File: config.mk
export PLATFORM = sky130hd
export DESIGN_NAME = hazard_scoreboard
export DESIGN_NICKNAME = d
export VERILOG_FILES = /design/src/rtl/hazard_scoreboard_pkg.sv /design/src/rtl/hazard_scoreboard_operand_check.sv /design/src/rtl/hazard_scoreboard.sv
export SDC_FILE = /design/constraint.sdc
export NUM_CORES = 1
export LEC_CHECK = 0
export ABC_AREA = 1
export CORE_MARGIN = 4
export CORE_UTILIZATION = 45
export DETAILED_ROUTE_END_ITERATION = 7
export GPL_TIMING_DRIVEN = 0
export PLACE_DENSITY = 0.61
export SLEW_MARGIN = 10
export SYNTH_ARGS = -nofsm -noshare
export SYNTH_HDL_FRONTEND = slang
export SYNTH_HIERARCHICAL = 1
export SYNTH_SLANG_ARGS = --single-unit
File: constraint.sdc
create_clock -name clk_i -period 7.5 [get_ports clk_i]
set_clock_uncertainty 0.1 [all_clocks]
set_input_delay 1.5 -clock clk_i [delete_from_list [all_inputs] [get_ports clk_i]]
set_output_delay 1.5 -clock clk_i [all_outputs]
set_load 0.01 [all_outputs]
File: src/rtl/hazard_scoreboard_pkg.sv
// Shared widths, scoreboard entry type and helper functions for the hazard scoreboard.
package hazard_scoreboard_pkg;

  localparam int unsigned NREG    = 32;
  localparam int unsigned REG_W   = $clog2(NREG);
  localparam int unsigned NSTAGE  = 3;
  localparam int unsigned MAX_LAT = 4;
  localparam int unsigned LAT_W   = $clog2(MAX_LAT + 1);
  localparam int unsigned FSEL_W  = $clog2(NSTAGE + 1);

  typedef logic [FSEL_W-1:0] fwd_sel_t;
  typedef logic [LAT_W-1:0]  lat_t;
  typedef logic [REG_W-1:0]  reg_idx_t;

  // One pending register write: cycles until forwardable and the stage holding it.
  typedef struct packed {
    logic     valid;
    lat_t     cnt;
    fwd_sel_t age;
  } sb_entry_t;

  // Latency 0 behaves like a single-cycle ALU op; anything above MAX_LAT saturates.
  function automatic lat_t lat_clamp(input lat_t lat);
    lat_t res;
    res = lat;
    if (lat == '0) begin
      res = LAT_W'(1);
    end else if (32'(lat) > MAX_LAT) begin
      res = LAT_W'(MAX_LAT);
    end
    return res;
  endfunction

  // Stage that holds the producer once the consumer reaches EX; 0 selects the regfile.
  function automatic fwd_sel_t src_fwd(input sb_entry_t e);
    fwd_sel_t sel;
    sel = '0;
    if (e.valid && ((32'(e.age) + 32'd1) <= NSTAGE)) begin
      sel = FSEL_W'(32'(e.age) + 32'd1);
    end
    return sel;
  endfunction

endpackage

File: src/rtl/hazard_scoreboard_operand_check.sv
// Per-source RAW stall and bypass select from the producer's scoreboard entry.
module hazard_scoreboard_operand_check
  import hazard_scoreboard_pkg::*;
(
  input  sb_entry_t entry,
  input  logic      src_used,
  output logic      raw_stall,
  output fwd_sel_t  fwd_sel
);

  // Unused or x0 sources never stall and always read the regfile.
  always_comb begin
    raw_stall = 1'b0;
    fwd_sel   = '0;
    if (src_used) begin
      raw_stall = entry.valid && (entry.cnt > LAT_W'(1));
      fwd_sel   = src_fwd(entry);
    end
  end

endmodule

File: src/rtl/hazard_scoreboard.sv
// Per-register write scoreboard: issue gating, bypass selects and pipeline hold.
module hazard_scoreboard
  import hazard_scoreboard_pkg::*;
(
  input  logic             clk_i,
  input  logic             rstn_i,
  input  logic             issue_valid_i,
  input  logic [REG_W-1:0] issue_rs1_i,
  input  logic             issue_rs1_use_i,
  input  logic [REG_W-1:0] issue_rs2_i,
  input  logic             issue_rs2_use_i,
  input  logic [REG_W-1:0] issue_rd_i,
  input  logic             issue_rd_wr_i,
  input  logic [LAT_W-1:0] issue_lat_i,
  input  logic             hold_i,
  input  logic             flush_i,
  output logic             issue_ready_o,
  output logic             stall_o,
  output fwd_sel_t         fwd_a_o,
  output fwd_sel_t         fwd_b_o,
  output logic [NREG-1:0]  busy_o
);

  sb_entry_t [NREG-1:0] sb_q;
  sb_entry_t [NREG-1:0] sb_d;

  logic      rs1_act;
  logic      rs2_act;
  logic      rs1_raw;
  logic      rs2_raw;
  logic      waw;
  logic      stall;
  logic      ready;
  sb_entry_t rd_entry;

  assign rs1_act  = issue_rs1_use_i && (issue_rs1_i != '0);
  assign rs2_act  = issue_rs2_use_i && (issue_rs2_i != '0);
  assign rd_entry = sb_q[issue_rd_i];

  hazard_scoreboard_operand_check u_chk_a (
    .entry     (sb_q[issue_rs1_i]),
    .src_used  (rs1_act),
    .raw_stall (rs1_raw),
    .fwd_sel   (fwd_a_o)
  );

  hazard_scoreboard_operand_check u_chk_b (
    .entry     (sb_q[issue_rs2_i]),
    .src_used  (rs2_act),
    .raw_stall (rs2_raw),
    .fwd_sel   (fwd_b_o)
  );

  // A younger write must not become visible before an older one to the same rd.
  always_comb begin
    waw = 1'b0;
    if (issue_rd_wr_i && (issue_rd_i != '0) && rd_entry.valid) begin
      waw = (issue_lat_i < rd_entry.cnt);
    end
  end

  // Zero-cycle issue decision; both outputs are forced low while reset is asserted.
  always_comb begin
    stall = rstn_i && ((issue_valid_i && (rs1_raw || rs2_raw || waw)) || hold_i);
    ready = rstn_i && issue_valid_i && !stall && !flush_i;
  end

  assign stall_o       = stall;
  assign issue_ready_o = ready;

  // Advance every pending write one stage; an accepted write overrides its entry.
  always_comb begin
    sb_d = sb_q;
    if (!hold_i) begin
      for (int i = 1; i < NREG; i++) begin
        if (sb_q[REG_W'(i)].valid) begin
          if (32'(sb_q[REG_W'(i)].age) >= NSTAGE) begin
            sb_d[REG_W'(i)] = '0;
          end else begin
            sb_d[REG_W'(i)].age = sb_q[REG_W'(i)].age + FSEL_W'(1);
            sb_d[REG_W'(i)].cnt = (sb_q[REG_W'(i)].cnt == '0) ? '0
                                : sb_q[REG_W'(i)].cnt - LAT_W'(1);
          end
        end
      end
      if (ready && issue_rd_wr_i && (issue_rd_i != '0)) begin
        sb_d[issue_rd_i] = '{valid: 1'b1, cnt: lat_clamp(issue_lat_i), age: FSEL_W'(1)};
      end
    end
  end

  // Scoreboard state; reset drops every pending write immediately.
  always_ff @(posedge clk_i or negedge rstn_i) begin
    if (!rstn_i) begin
      sb_q <= '0;
    end else begin
      sb_q <= sb_d;
    end
  end

  // Debug view of which registers have a write in flight.
  always_comb begin
    busy_o = '0;
    for (int i = 0; i < NREG; i++) begin
      busy_o[REG_W'(i)] = sb_q[REG_W'(i)].valid;
    end
  end

endmodule

==> results of run 1 <==
[power by group through the flow]
stage | combinational [uW] | clock [uW] | sequential (uW)
floorplan | 706 | 0 | 1110
global placement | 1080 | 0 | 1220
detailed placement | 1100 | 0 | 1220
CTS | 1100 | 919 | 1200
global route | 1250 | 953 | 1230
finish | 1140 | 919 | 1220
[area by class of cell]
type,count,area (um2)
Fill cell,2888,13600
Tap cell,378,473.0
Multi-Input combinational cell,1494,7387
Clock buffer,18,429.2
Clock inverter,14,147.6
Sequential cell,158,3954
Timing Repair Buffer,40,422.9
Buffer,154,788.3
Inverter,174,653.1
[layout by cell type, fill, tap and decap left out, drive strengths merged, types with 8 or more instances in the layout]
cell and n:
o22ai 53, a21oi 106, nor3 9, o31ai 15
o221ai 11, nor2 167, a211oi 14, nand2 629
o211ai 25, ha 47, clkbuf 105, nand3 94
a221oi 8, clkinv 8, or2 13, conb 16
a22oi 23, buf 69, dfrtp 158, o21ai 239
clkdlybuf4s50 38, inv 177
[per-stage QoR]
stage	TNS, ps	setup WS (ps)	power, uW	std cells	utilization
4_1_cts	0	8.535	3228	2430	0.5111
6_report	0	27.63	3283	2430	0.5117
2_1_floorplan	0	1891	1820	1981	-
3_5_place_dp	-776.6	-470.3	2320	2399	0.4904
5_1_grt	0	56.22	3435	2430	0.5117
3_3_place_gp	-729920	-3975	2296	2398	0.4892
[repair_timing]
action | in CTS | in global routing
gates resized for setup | 3 | 10
endpoints found under the setup margin | 2 | 2
endpoints found under the hold margin | 0 | 0
pin swaps | 0 | 0
buffers inserted | 0 | 0
[worst max path at each step]
stage	cells after the start	end	slack [ps]	start
6_report	15	issue_ready_o	30	issue_rd_i[3]
5_1_grt	15	issue_ready_o	60	issue_rs2_i[0]
4_1_cts	19	issue_ready_o	9	issue_rd_i[0]
3_5_place_dp	18	issue_ready_o	-470	issue_rd_i[1]
3_3_place_gp	7	issue_ready_o	-3980	rstn_i
2_1_floorplan	17	issue_ready_o	1890	issue_rd_i[1]
[state kept, by name (all words and copies together), names as in the netlist]
register and count:
busy_o 15, sb_q 143
[worst register-to-register path: stages (launching register included)]
cell	delay, ps
dfrtp_1	400
inv_1	270
o22ai_1	160
o21ai_0	620
nand4_1	210
nor4_2	260
ha_1	310
a21oi_1	130
nand2_1	60
a21oi_1	160
nand2_2	100
nand2_1	70
nand2_1	70
nand4_1	230
buf_4	310
buf_6	210
nand2_1	80
nand2_1	70
nand2_1	60
nand2_1	80
[metal layers]
metal  global-route usage  part of all wire  vias to the layer above  wire, um
met4               0.1657             0.050                        2      2955
met2               0.5286              0.40                     1001     23620
met5                    0           0.00022                        -        13
met1               0.5378              0.42                     6815     24720
met3               0.1026              0.13                      188      7633
li1                     -                 -                     6616         -
==> impl_metrics.ini, run 1 <==
[worst_hold_path]
holdCritPathClass = register to register
worstHoldStart = sb_q[2]$_DFFE_PN0P_
hold_depth = 1
holdPathEnd = sb_q[2]$_DFFE_PN0P_

[critical_path]
max_stage_delay_ps = 890
cp.buffers_inverters = 4
cp_slowest_cell = nor3_1
worstPathCellList = clkdlybuf4s50_1 -> inv_2 -> nor3_1 -> o21ai_0 -> nand4_1 -> nor4_2 -> ha_1 -> a21oi_1 -> nand2_1 -> a21oi_1 -> nand2_2 -> nand4_4 -> nor2_4 -> buf_4 -> clkdlybuf4s50_1
cp_top_family = simple AND/OR/NAND/NOR gates
crit_arrival_ps = 5870
crit_required_ps = 5900
critPathCaptureType = primary output
regToRegSetupSlack_ps = 3480
startpoint_type = input port
path_max_fanout = 10
worst-setup-path-type = input port to primary output
r2r_end = sb_q[88]$_DFFE_PN0N_
r2r_cells = 19
r2r_start = sb_q[64]$_DFFE_PN0N_

[place]
gp_congestion = 1.039
placedInstanceArea_um2 = 13660
portBuffers = 39
dp_hpwl_mm = 45.00

[final_layout]
area_growth_syn_to_layout_pct = 12.16
fin_area_um2 = 14250
drive_above_1_share = 0.06092
nets = 2112
diodes = 0

[global_routing]
grt_max_degree = 107
grt_pass1_wl_mm = 86.70
grt.overflow.total = 0
grt_pass1_vias = 13410
antenna_found_initial = 1
gr-usage-all-layers = 0.3753

[outcome]
status = finished, final reports clean

[pwr]
vdd_drop_max_mv = 0.1559
swShare = 0.4375
p_per_area_nw_per_um2 = 230.3
switchingPower_uw = 1436
pwr-share-comb = 0.348
cellLeakagePower_uw = 0.006799
p_clk_frac = 0.280
pwr-share-seq = 0.372
intPower_uw = 1847

[flow_run]
drv_cap = 0

[drt]
vias = 14620
routed_wl_mm = 58.94
drt-pass1-iter-count = 6
avgViaCountPerCell = 6.017
routedWlPerCell_um = 24.26
ant_nets = 0
drcViolationCount = 0
drtIter0Drc = 2112

[yosys]
avgSynthCellArea_um2 = 6.465
syn_inst = 1966
yosysWarnings = 6
netlist_area_um2 = 12710

[floorplan]
core-area_um2 = 27860
io-pin-count = 64
dieArea_um2 = 31000
die_h_um = 176.1
rows = 61
die_x_um = 176.1
start_util = 0.4562

[clock_tree]
ctsHoldBuffers = 0
cts_buffers = 17
cts.clk_slew.worst_paths_ps = 70
cts_root_buffer = clkbuf_16
htree_levels = 4
clock_sinks = 158
cts_tree = built
cts_buffer_depth = 2
worstSkewPairLatency_ps = 450

[sta]
finalCritPeriodShare = 0.9963
setup_viol = 0
rsz0062_at_grt = no
drv_slew = 0
worst_pin_slew_ps = 1163
finalCriticalPeriod_ps = 7472
fmax_mhz = 133.8
final_hold_viol_count = 0
hold_ws_ps = 368.9
slew_headroom = 0.2190
Note: power is estimated with default switching activity, not from simulation.
==> inputs of run 2 (changes only) <==
--- a/config.mk
+++ b/config.mk
@@ -8,6 +8,7 @@
 export ABC_AREA = 1
 export CORE_MARGIN = 4
 export CORE_UTILIZATION = 45
+export CTS_BUF_LIST = sky130_fd_sc_hd__clkbuf_8 sky130_fd_sc_hd__clkbuf_16
 export DETAILED_ROUTE_END_ITERATION = 7
 export GPL_TIMING_DRIVEN = 0
 export PLACE_DENSITY = 0.61
==> run 2 against run 1 <==
Compared with the run above:
- sequential share of layout area is the same
- fmax about the same
- sequential power barely moved
- power decreased by 0.14%
- sequential cell count is the same
- cell count did not move
- worst hold slack about the same
- combinational power about the same
- register-to-register slack is essentially flat
- worst setup slack got worse by 1.8 ps
- largest power group unchanged
==> impl_metrics.ini, run 2 (same netlist as run 1, synthesis figures left out) <==
[clock_tree]
clock_sinks = 158
postCtsSetupBuffers = 0
cts_tree = built
cts_buffer_depth = 2
htree_levels = 4
cts.clk_slew.worst_paths_ps = 70
cts_buffers = 17
cts_root_buffer = clkbuf_16
worstSkewPairLatency_ps = 450

[final_layout]
layout_commonest_cell = nand2_1
nets = 2112
largest-register = sb_q
diodes = 0
area_growth_syn_to_layout_pct = 12.16
nFillCells = 2888
mostFrequentLayoutCells = 617 x nand2_1, 196 x o21ai_0, 164 x nor2_1, 161 x inv_1, 158 x dfrtp_1
drive_above_1_share = 0.06092
largest_register_ff_count = 143
utilization = 0.5117

[worst_hold_path]
holdCritPathClass = register to register

[drt]
routedWlPerCell_um = 24.23
avgViaCountPerCell = 6.013
ant_nets = 0
drcViolationCount = 0
drt-pass1-iter-count = 6
routed_wl_mm = 58.88
vias = 14610
drtIter0Drc = 2108

[sta]
layout_setup_ws_ps = 25.83
finalCritPeriodShare = 0.9966
finalCriticalPeriod_ps = 7474
fmax_mhz = 133.8
hold_ws_ps = 369.1
final_hold_viol_count = 0
setup_viol = 0
drv_slew = 0
slew_headroom = 0.2142
worst_pin_slew_ps = 1170
rsz0062_at_grt = no
timing.setup.tns_ps = 0

[pwr]
swShare = 0.4372
p_clk_frac = 0.280
switchingPower_uw = 1434
pwr-share-seq = 0.372
pwr-share-comb = 0.348
intPower_uw = 1845
report.power.total_uw = 3279
vdd_drop_max_mv = 0.1564
cellLeakagePower_uw = 0.006803
p_per_area_nw_per_um2 = 230.0

[critical_path]
path_max_fanout = 10
crit_arrival_ps = 5870
critPathCaptureType = primary output
startpoint_type = input port
crit_required_ps = 5900
worst-setup-path-type = input port to primary output

[global_routing]
grt.overflow.total = 0
grt_pass1_wl_mm = 86.70
grt_pass1_vias = 13410
gr-usage-all-layers = 0.3753
antenna_found_initial = 1
grt_max_degree = 107

[place]
gp_congestion = 1.039
dp_slack_ps = -470.3
dp_hpwl_mm = 45.00
portBuffers = 39

[floorplan]
core-area_um2 = 27860
rows = 61
io-pin-count = 64
dieArea_um2 = 31000
die_h_um = 176.1
die_x_um = 176.1
start_util = 0.4562

[outcome]
status = finished, final reports clean

[flow_run]
drv_cap = 0
==> run 2: cell types whose count changed in the layout (fill, tap and decap cells not counted) <==
cell	before	now
clkbuf_1	82	81
inv_1	160	161
==> run 2: worst paths after layout <==
check	start	to	slack, ps	cells past startpoint
worst max-delay path	issue_rd_i[3]	issue_ready_o	30	15
worst min-delay path	sb_q[2]$_DFFE_PN0P_	sb_q[2]$_DFFE_PN0P_	370	1
worst max register to register	busy_o[10]$_DFFE_PN0N_	sb_q[79]$_DFFE_PN0N_	3480	17
worst min register to register	sb_q[2]$_DFFE_PN0P_	sb_q[2]$_DFFE_PN0P_	370	1
max in group asynchronous	rstn_i	busy_o[4]$_DFFE_PN0N_	5470	2
min in group asynchronous	rstn_i	sb_q[162]$_DFFE_PN0P_	860	1
==> run 2: power groups by stage <==
stage | logic (uW) | clock network (uW) | registers (uW)
finish | 1140 | 917 | 1220
global route | 1250 | 952 | 1230
CTS | 1100 | 918 | 1200
detailed placement | 1100 | 0 | 1220
global placement | 1080 | 0 | 1220
floorplan | 706 | 0 | 1110
==> run 2: stage by stage <==
| step | std cells | instance area, um2 |
|---|---|---|
| 2_1_floorplan | 1981 | 12770 |
| 3_3_place_gp | 2398 | 13630 |
| 3_5_place_dp | 2399 | 13660 |
| 4_1_cts | 2430 | 14240 |
| 5_1_grt | 2430 | 14250 |
| 6_report | 2430 | 14250 |
==> run 2: routing by layer <==
layer / GRT usage / wire [um] / up-vias / share of wire
met5: 0 / 13 / - / 0.00022
met4: 0.1657 / 2990 / 2 / 0.051
met3: 0.1026 / 7375 / 194 / 0.13
met2: 0.5286 / 23570 / 979 / 0.40
met1: 0.5378 / 24930 / 6821 / 0.42
li1: - / - / 6616 / -
==> run 2: timing repair <==
item / in CTS / in global routing
hold endpoints to repair: 0 / 0
hold buffers: 0 / 0
gates resized for setup: 3 / 10
setup endpoints to repair: 2 / 2
==> run 2: area by class of cell <==
class / count / area, um2 / share of cell area
inverter: 174 / 653.1 / 0.04582
sequential: 158 / 3954 / 0.2774
multi-input combinational: 1494 / 7387 / 0.5182
buffer: 154 / 788.3 / 0.05530
clock inverter: 15 / 151.4 / 0.01062
tap: 378 / 473.0 / 0.03318
clock buffer: 17 / 425.4 / 0.02984
timing repair buffer: 40 / 422.9 / 0.02967
==> run 2: worst max-delay path, cell delays in order <==
cell             delay, ps
clkdlybuf4s50_1        620
inv_2                  110
nor3_1                 900
o21ai_0                610
nand4_1                270
nor4_2                  70
ha_1                   310
a21oi_1                 70
nand2_1                 60
a21oi_1                 50
nand2_2                110
nand4_4                110
nor2_4                 280
buf_4                  240
clkdlybuf4s50_1        560
==> inputs of run 3 (changes only) <==
--- a/config.mk
+++ b/config.mk
@@ -6,14 +6,15 @@
 export NUM_CORES = 1
 export LEC_CHECK = 0
 export ABC_AREA = 1
+export CELL_PAD_IN_SITES_DETAIL_PLACEMENT = 0
+export CELL_PAD_IN_SITES_GLOBAL_PLACEMENT = 1
 export CORE_MARGIN = 4
-export CORE_UTILIZATION = 45
+export CORE_UTILIZATION = 47
 export CTS_BUF_LIST = sky130_fd_sc_hd__clkbuf_8 sky130_fd_sc_hd__clkbuf_16
 export DETAILED_ROUTE_END_ITERATION = 7
 export GPL_TIMING_DRIVEN = 0
-export PLACE_DENSITY = 0.61
+export PLACE_DENSITY = 0.86
 export SLEW_MARGIN = 10
 export SYNTH_ARGS = -nofsm -noshare
 export SYNTH_HDL_FRONTEND = slang
-export SYNTH_HIERARCHICAL = 1
 export SYNTH_SLANG_ARGS = --single-unit
==> run 3 against run 2 <==
Compared with the run above:
- fmax increased by 0.66%
- the flow now finishes with violations (max-capacitance violations, max-slew violations)
- cell area decreased by 1.1%
- highest routed layer unchanged
- largest power group unchanged
- routed wire length shrank 6.5%
- count of clock-buffer cells in the layout unchanged
- synthesized area decreased by 1.5%
- global-route usage rose by 0.24 points
- via count down 2.2%
- critical endpoint unchanged
- utilization grew 2.8 points
==> impl_metrics.ini, run 3 <==
[outcome]
status = complete, but fails checks
violations = max-capacitance violations, max-slew violations

[final_layout]
mostFrequentLayoutCells = 775 x nand2_1, 189 x nand3_1, 166 x nor2_1, 163 x inv_1, 158 x dfrtp_1
layout_commonest_cell = nand2_1
drive_above_1_share = 0.06606
diodes = 0
fin_area_um2 = 14090
largest_register_ff_count = 143
area_growth_syn_to_layout_pct = 12.64
nets = 2147
largest-register = sb_q
nFillCells = 2693

[floorplan]
io-pin-count = 64
die_x_um = 171.2
rows = 59
start_util = 0.4788
die_h_um = 171.2
dieArea_um2 = 29300
core-area_um2 = 26130

[global_routing]
grt_max_degree = 94
grt.overflow.total = 0
grt_pass1_vias = 13210
antenna_found_initial = 4
gr-usage-all-layers = 0.3777
grt_pass1_wl_mm = 83.08

[yosys]
synth_flop_cell = dfrtp_1
ys_seq_area_frac = 0.3160
synth_top_area_cell = dfrtp_1
synthXorXnorAreaFrac = 0.0006999
muxShareOfSynthArea = 0
netlist_area_um2 = 12510
syn_inst = 2002
yosysUniqueCellTypes = 42
synthTopCellsByCount = 776 x nand2_1, 189 x nand3_1, 167 x nor2_1
async_reset_ff_frac = 1.000
avgSynthCellArea_um2 = 6.250
synth_compound_area_frac = 0.1409
yosysWarnings = 0
synth_top_family_by_area = simple AND/OR/NAND/NOR gates
yosys.cell_count.top_type = nand2_1
netlist.area_leader.share = 0.3160
synth-edff-count = 0
yosys.area_share.simple = 0.3902
yosys-top-cells-area = dfrtp_1 32%, nand2_1 23%, nand3_1 7.6%
synthAdderAreaFrac = 0.04500
ys_ff_latch = 158

[sta]
final_hold_viol_count = 0
setup_viol = 0
rsz0062_at_grt = no
worst_pin_slew_ps = 1489
finalCritPeriodShare = 0.9900
fmax_mhz = 134.7
finalCriticalPeriod_ps = 7425
layout_setup_ws_ps = 75.00
drv_slew = 1
slew_headroom = -0.0003955
timing.setup.tns_ps = 0

[clock_tree]
ctsHoldBuffers = 0
htree_levels = 4
cts_buffer_depth = 2
cts_root_buffer = clkbuf_16
cts.clk_slew.worst_paths_ps = 70
clock_sinks = 158
cts_tree = built
cts_buffers = 17
worstSkewPairLatency_ps = 450

[drt]
routed.top_layer = met5
drtIter0Drc = 2051
wl_met1_mm = 22.72
wl_met2_mm = 23.58
avgViaCountPerCell = 5.893
dr_wl_met3_mm = 6.217
drt-pass1-iter-count = 8
ant_nets = 0
drcViolationCount = 0
routed_wl_mm = 55.03
vias = 14290
routedWlPerCell_um = 22.70

[critical_path]
critPathCaptureType = primary output
path_max_fanout = 10
worst-setup-path-type = input port to primary output
crit_required_ps = 5900
crit_arrival_ps = 5820
startpoint_type = input port

[place]
dp_slack_ps = -1289
placedInstanceArea_um2 = 13420
gp_congestion = 1.049
dp_hpwl_mm = 40.47
portBuffers = 40

[flow_run]
drv_cap = 1

[pwr]
cellLeakagePower_uw = 0.007167
vdd_drop_max_mv = 0.1615
p_per_area_nw_per_um2 = 226.7
report.power.total_uw = 3195

[worst_hold_path]
holdCritPathClass = register to register
[run 3: stage by stage]
| step | cells | util | hold slack, ps |
|---|---|---|---|
| 2_1_floorplan | 2017 | - | 329.4 |
| 3_3_place_gp | 2392 | 0.5124 | 344.1 |
| 3_5_place_dp | 2393 | 0.5136 | 347.3 |
| 4_1_cts | 2425 | 0.5379 | 363.6 |
| 5_1_grt | 2424 | 0.5394 | 373.9 |
| 6_report | 2424 | 0.5394 | 365.5 |
[run 3: final cells by class]
class	count	area (um2)	share of cell area
multi-input cells	1556	7318	0.5192
flip-flops and latches	158	3954	0.2805
inverters	174	656.9	0.04660
repair buffers	42	440.4	0.03125
plain buffers	127	701.9	0.04980
well taps	335	419.2	0.02974
clock buffers	17	425.4	0.03018
clock inverters	15	178.9	0.01269
[run 3: routing by layer]
layer,track usage,up-vias
met4,0.1478,4
met2,0.5686,869
met5,0,-
li1,-,6609
met1,0.5207,6651
met3,0.1004,152
[run 3: worst max-delay path: stages]
cell and delay [ps]:
clkdlybuf4s50_1 410, buf_2 210, buf_6 200, nor2_2 320
clkinv_2 340, buf_6 290, o22ai_1 260, o21ai_1 140
nand4_1 150, nor4_1 60, ha_1 300, nand2_1 50
nor3b_1 140, nand2_1 90, a21oi_1 40, nor2_1 130
nand4_1 140, nor2_4 210, buf_4 230, clkdlybuf4s50_1 560
[run 3: timing repair]
item,in CTS,in global routing
resized for setup,27,11
endpoints found under the setup margin,2,2
pin swaps,1,0
gates cloned,0,0
setup buffers,1,0
[run 3: kinds of logic after synthesis]
kind of cell	after synthesis
AO/OA/AOI/OAI	303
XOR/XNOR	1
adder cells (fa/ha/maj)	45
buffers and inverters	303
flip-flops	158
other	1
AND/OR/NAND/NOR	1191
[run 3: path summary, 6_finish.rpt]
kind,from,endpoint,slack (ps),cells past startpoint
setup / recovery,issue_rd_i[1],issue_ready_o,80,20
hold / removal,sb_q[2]$_DFFE_PN0P_,sb_q[2]$_DFFE_PN0P_,370,1
setup reg to reg,sb_q[39]$_DFFE_PN0N_,sb_q[105]$_DFFE_PN0P_,3740,18
hold reg to reg,sb_q[2]$_DFFE_PN0P_,sb_q[2]$_DFFE_PN0P_,370,1
max in group asynchronous,rstn_i,sb_q[190]$_DFFE_PN0P_,5440,2
min in group asynchronous,rstn_i,sb_q[32]$_DFFE_PN0N_,1000,1
[run 3: power by group]
| part | leakage [uW] | switching, uW | total [uW] | internal, uW |
|---|---|---|---|---|
| clock network | 0.000296 | 460 | 939 | 479 |
| registers | 0.00201 | 197 | 1170 | 974 |
| logic | 0.00486 | 692 | 1080 | 392 |
| total | 0.00717 | 1350 | 3190 | 1850 |
